==> src/rtl/flash_reader.sv <==
// SPI flash word reader: after a power-up delay, accepts a CPU read request,
// sends READ (0x03) plus a 24-bit address over SPI mode 0, shifts in two
// bytes and returns them as one 16-bit word with a one-cycle ready pulse.
module flash_reader #(
    parameter int unsigned STARTUP_CYCLES = 10000
) (
    input  logic        clk,
    input  logic        reset,
    input  logic [23:0] flashReadAddr,
    input  logic        flashEnabled,
    output logic [15:0] flashByteRead,
    output logic        flashDataReady,
    output logic        flashClk,
    output logic        flashCs,
    output logic        flashMosi,
    input  logic        flashMiso
);

    localparam int unsigned CNT_W = (STARTUP_CYCLES > 1) ? $clog2(STARTUP_CYCLES) : 1;
    localparam logic [CNT_W-1:0] CNT_LAST = (STARTUP_CYCLES > 1) ? CNT_W'(STARTUP_CYCLES - 1) : '0;
    localparam logic [7:0] CMD_READ = 8'h03;
    localparam logic [5:0] LAST_SEND_BIT = 6'd31;
    localparam logic [5:0] LAST_BIT = 6'd47;

    typedef enum logic [2:0] {
        STARTUP,
        IDLE,
        SEND,
        READ,
        DONE,
        WAIT_RELEASE
    } state_t;

    state_t           state_reg, state_next;
    logic [CNT_W-1:0] startup_cnt_reg, startup_cnt_next;
    logic [5:0]       bit_cnt_reg, bit_cnt_next;
    logic             phase_reg, phase_next;      // 0: SCK low half, 1: SCK high half
    logic [31:0]      shift_reg, shift_next;      // command + address, MSB leaves first
    logic [15:0]      rx_reg, rx_next;
    logic             cs_reg, cs_next;
    logic             sck_reg, sck_next;
    logic             mosi_reg, mosi_next;
    logic [15:0]      data_reg, data_next;
    logic             ready_reg, ready_next;

    // State and datapath registers; reset aborts any transfer in flight.
    always_ff @(posedge clk) begin
        if (reset) begin
            state_reg       <= STARTUP;
            startup_cnt_reg <= '0;
            bit_cnt_reg     <= '0;
            phase_reg       <= 1'b0;
            shift_reg       <= '0;
            rx_reg          <= '0;
            cs_reg          <= 1'b1;
            sck_reg         <= 1'b0;
            mosi_reg        <= 1'b0;
            data_reg        <= '0;
            ready_reg       <= 1'b0;
        end else begin
            state_reg       <= state_next;
            startup_cnt_reg <= startup_cnt_next;
            bit_cnt_reg     <= bit_cnt_next;
            phase_reg       <= phase_next;
            shift_reg       <= shift_next;
            rx_reg          <= rx_next;
            cs_reg          <= cs_next;
            sck_reg         <= sck_next;
            mosi_reg        <= mosi_next;
            data_reg        <= data_next;
            ready_reg       <= ready_next;
        end
    end

    // Next-state and SPI bit sequencing: each bit is a low half then a high
    // half of SCK; MISO is captured on the edge that ends the high half.
    always_comb begin
        state_next       = state_reg;
        startup_cnt_next = startup_cnt_reg;
        bit_cnt_next     = bit_cnt_reg;
        phase_next       = phase_reg;
        shift_next       = shift_reg;
        rx_next          = rx_reg;
        cs_next          = cs_reg;
        sck_next         = sck_reg;
        mosi_next        = mosi_reg;
        data_next        = data_reg;
        ready_next       = 1'b0;

        case (state_reg)
            STARTUP: begin
                cs_next   = 1'b1;
                sck_next  = 1'b0;
                mosi_next = 1'b0;
                if (startup_cnt_reg == CNT_LAST) begin
                    state_next = IDLE;
                end else begin
                    startup_cnt_next = startup_cnt_reg + 1'b1;
                end
            end

            IDLE: begin
                if (flashEnabled) begin
                    shift_next   = {CMD_READ, flashReadAddr};
                    mosi_next    = CMD_READ[7];
                    cs_next      = 1'b0;
                    sck_next     = 1'b0;
                    bit_cnt_next = '0;
                    phase_next   = 1'b0;
                    state_next   = SEND;
                end
            end

            SEND, READ: begin
                if (!phase_reg) begin
                    sck_next   = 1'b1;
                    phase_next = 1'b1;
                end else begin
                    sck_next   = 1'b0;
                    phase_next = 1'b0;
                    if (state_reg == READ) begin
                        rx_next = {rx_reg[14:0], flashMiso};
                    end
                    if (bit_cnt_reg == LAST_BIT) begin
                        cs_next    = 1'b1;
                        mosi_next  = 1'b0;
                        data_next  = {rx_reg[14:0], flashMiso};
                        ready_next = 1'b1;
                        state_next = DONE;
                    end else begin
                        bit_cnt_next = bit_cnt_reg + 1'b1;
                        if (state_reg == SEND) begin
                            shift_next = {shift_reg[30:0], 1'b0};
                            if (bit_cnt_reg == LAST_SEND_BIT) begin
                                mosi_next  = 1'b0;
                                state_next = READ;
                            end else begin
                                mosi_next = shift_reg[30];
                            end
                        end else begin
                            mosi_next = 1'b0;
                        end
                    end
                end
            end

            DONE: begin
                state_next = WAIT_RELEASE;
            end

            WAIT_RELEASE: begin
                if (!flashEnabled) begin
                    state_next = IDLE;
                end
            end

            default: begin
                state_next = STARTUP;
            end
        endcase
    end

    assign flashByteRead  = data_reg;
    assign flashDataReady = ready_reg;
    assign flashClk       = sck_reg;
    assign flashCs        = cs_reg;
    assign flashMosi      = mosi_reg;

endmodule
==> config.mk <==
export PLATFORM = sky130hd
export DESIGN_NAME = flash_reader
export DESIGN_NICKNAME = d
export VERILOG_FILES = /design/src/rtl/flash_reader.sv
export SDC_FILE = /design/constraint.sdc
export NUM_CORES = 1
export LEC_CHECK = 0
export ABC_AREA = 1
export CORE_MARGIN = 2
export CORE_UTILIZATION = 60
export DETAILED_ROUTE_END_ITERATION = 8
export MAX_ROUTING_LAYER = met4
export PLACE_DENSITY_LB_ADDON = 0.1
export SLEW_MARGIN = 5
export SYNTH_ARGS = -nofsm -noshare
export SYNTH_HDL_FRONTEND = slang
export SYNTH_SLANG_ARGS = --single-unit
==> constraint.sdc <==
create_clock -name clk -period 4.57 [get_ports clk]
set_clock_uncertainty 0.05 [all_clocks]
set_input_delay 1.1425 -clock clk [delete_from_list [all_inputs] [get_ports clk]]
set_output_delay 1.1425 -clock clk [all_outputs]
set_load 0.01 [all_outputs]
==> metrics <==
Critical Path Source reset; Final WS setup 1.91 ns; Max FO, Critical Path 43; multi-input combinational cell area 2060 um^2; vias in the first global route 3479; global placer's final weighted congestion 0.862; slew margin rel. 30.4%; Yosys Warn Count 0; P&R area growth vs syn 13.0%; GR Util met3 5.36%; Die Ht 88.9 um; Detail Route Antenna Nets 0; GR peak layer met2; Total Power 2.23 mW; sequential power share 45.0%; Finished Core Util 71.1%; Routed WL 8870 um; DRT iter0 DRCs 221; setup TNS 0 ns; total track usage 24.4%; largest net degree at the start of global routing 44; drt first pass iters 7; routed len/inst 12.2 um; upper clock frequency limit 376 MHz; Int Power 1.40 mW; Worst path top cell family by delay buffers and inverters; met2 Usage GRT 41.0%; CTS tree yes; cell depth of the worst flop-to-flop path 5; post-DP HPWL 5680 um; synthesized flop and latch total 90; pre-CTS setup slack 1.56 ns; crit path launch type primary input; CTS max path bufs 2; pwr dens 456 nW/um^2; outcome finished, final reports clean; post_cts resized 0; most common cell after layout, fill and taps aside nand2_1; critical path depth in cells 6; Worst path most repeated cell inv_1; Final Cycle Share 58.2%; total grt overflow 0; mean area per synthesized cell 7.14 um^2; Pins Over Slew Limit 0; Synth area leader dfxtp_1; n_diodes 0; critical path's slowest cell inv_1; worst min path class flip-flop to flip-flop; FP Rows 30; RSZ-0062 raised after global routing false; r2r setup slk 1.92 ns; Worst-Margin Slew 1.04 ns; final hold viol count 0; synth top area cells dfxtp_1, nand2_1, a21oi_1; Largest register FFs 31; share of layout cells above drive strength 1 8.83%; Worst EP required 4.81 ns; postcts setup bufs 0; clock power share 23.4%; Die X 88.9 um; maximum VDD drop 0.243 mV; post-synth top area share 41.7%; clk sinks 90; WS Path Type primary input to flip-flop; GRT met1 Usage 29.0%; CTS Hold Bufs 0; Synth Instances 606; # fillers 591; clock-pin slew on the worst setup and hold paths 0.09 ns; commonest cells after routing, fill and taps aside nand2_1, dfxtp_1, a21oi_1; max_cap viols 0; register area share after synthesis 41.7%; worst skew pair latency 0.35 ns; crit path to bit_cnt_reg[1]; # nets final 660; critical path's largest stage delay 0.76 ns; Core Box Area 6870 um^2; count of cell types in the netlist 30; crit path cell chain clkdlybuf4s50_1, inv_1, nand2_1, inv_1, o21ai_0, nor2_1; I/O pin count 48; crit end category flip-flop; Final Setup Violations 0; Final min period 2.66 ns; Initial Util 63.0%; IO Port Bufs 47; synthesized area 4320 um^2; Via density 5.20; Buf/Inv on CP 3; routed via count 3797; Root Driver clkbuf_8; full die area 7900 um^2; global-route wire length before repair 14800 um; DR DRC count 0; CTS buffer count 9; area post-placement 4700 um^2; r2r endpoint flashByteRead[12]; switching part of the total power 37.4%; initial antenna violation count 0; Seq. cell area 1800 um^2; logic gate share of total power 31.7%; RR Startpoint state_reg[1]; H-tree levels 3; Pleak 1.84 nW; syn_nets 636; switching power 0.834 mW; Worst Path Arrival 2.90 ns; Design Area, Final 4890 um^2
==> layer usage <==
| layer | up-vias | share of wire, % |
|---|---|---|
| met5 | - | 0 |
| met4 | 0 | 0.99 |
| met3 | 11 | 3.3 |
| met2 | 71 | 49 |
| met1 | 1733 | 46 |
| li1 | 1982 | - |
==> Yosys cell counts, drive strengths merged <==
| cell | number |
|---|---|
| nand2 | 178 |
| dfxtp | 90 |
| a21oi | 82 |
| inv | 61 |
| nand3 | 43 |
| nor2 | 41 |
| o21ai | 41 |
| buf | 21 |
| clkbuf | 16 |
| nand4 | 8 |
| nor3 | 7 |
| nand3b | 5 |
| xor2 | 5 |
| or2 | 3 |
| ha | 2 |
| a21boi | 1 |
| a31oi | 1 |
| nor4 | 1 |
==> cells by family after synthesis <==
| group | Yosys count | share of synthesized area [%] |
|---|---|---|
| xor gates and xnor gates | 5 | 1.01 |
| AOI/OAI and AO/OA | 125 | 14.6 |
| and+or+nand+nor | 286 | 31.4 |
| DFF | 90 | 41.7 |
| adders and majority gates | 2 | 0.579 |
| buffers and inverters | 98 | 10.8 |
==> cell type report <==
cell class              instances  area share, %
well taps                      96           2.46
clock inverters                 5           1.15
repair buffers                 50           10.1
multi-input cells             418           42.1
inverters                      61           4.74
clock buffers                  10           2.61
flip-flops and latches         90           36.9
==> power by group through the flow <==
stage	registers, mW	clock network (mW)	logic [mW]
after floorplan	0.984	0	0.651
after global placement	1.01	0	0.684
after detailed placement	1.02	0	0.703
after CTS	1.00	0.528	0.708
after global routing	1.01	0.561	0.795
final	1.00	0.521	0.706
==> how the worst min path moves through the flow <==
stage,depth (start not counted),to,from
6_report,2,flashByteRead[14],flashByteRead[14]
5_1_grt,2,flashByteRead[3],flashByteRead[3]
4_1_cts,2,flashByteRead[1],flashByteRead[1]
3_5_place_dp,2,flashByteRead[1],flashByteRead[1]
3_3_place_gp,2,rx_reg[14],rx_reg[14]
2_1_floorplan,2,rx_reg[14],rx_reg[14]
==> tightest hold or removal path, cell delays in order (launching register included) <==
cell and delay (ns):
dfxtp_1 0.32, inv_1 0.05, a21oi_1 0.05
==> through the flow <==
stage / hold WS (ns) / instances
after global routing: 0.426 / 730
final: 0.399 / 730
after floorplan: 0.370 / 606
after CTS: 0.402 / 730
after global placement: 0.380 / 715
after detailed placement: 0.388 / 715
Power figures use the tool's default switching activity.
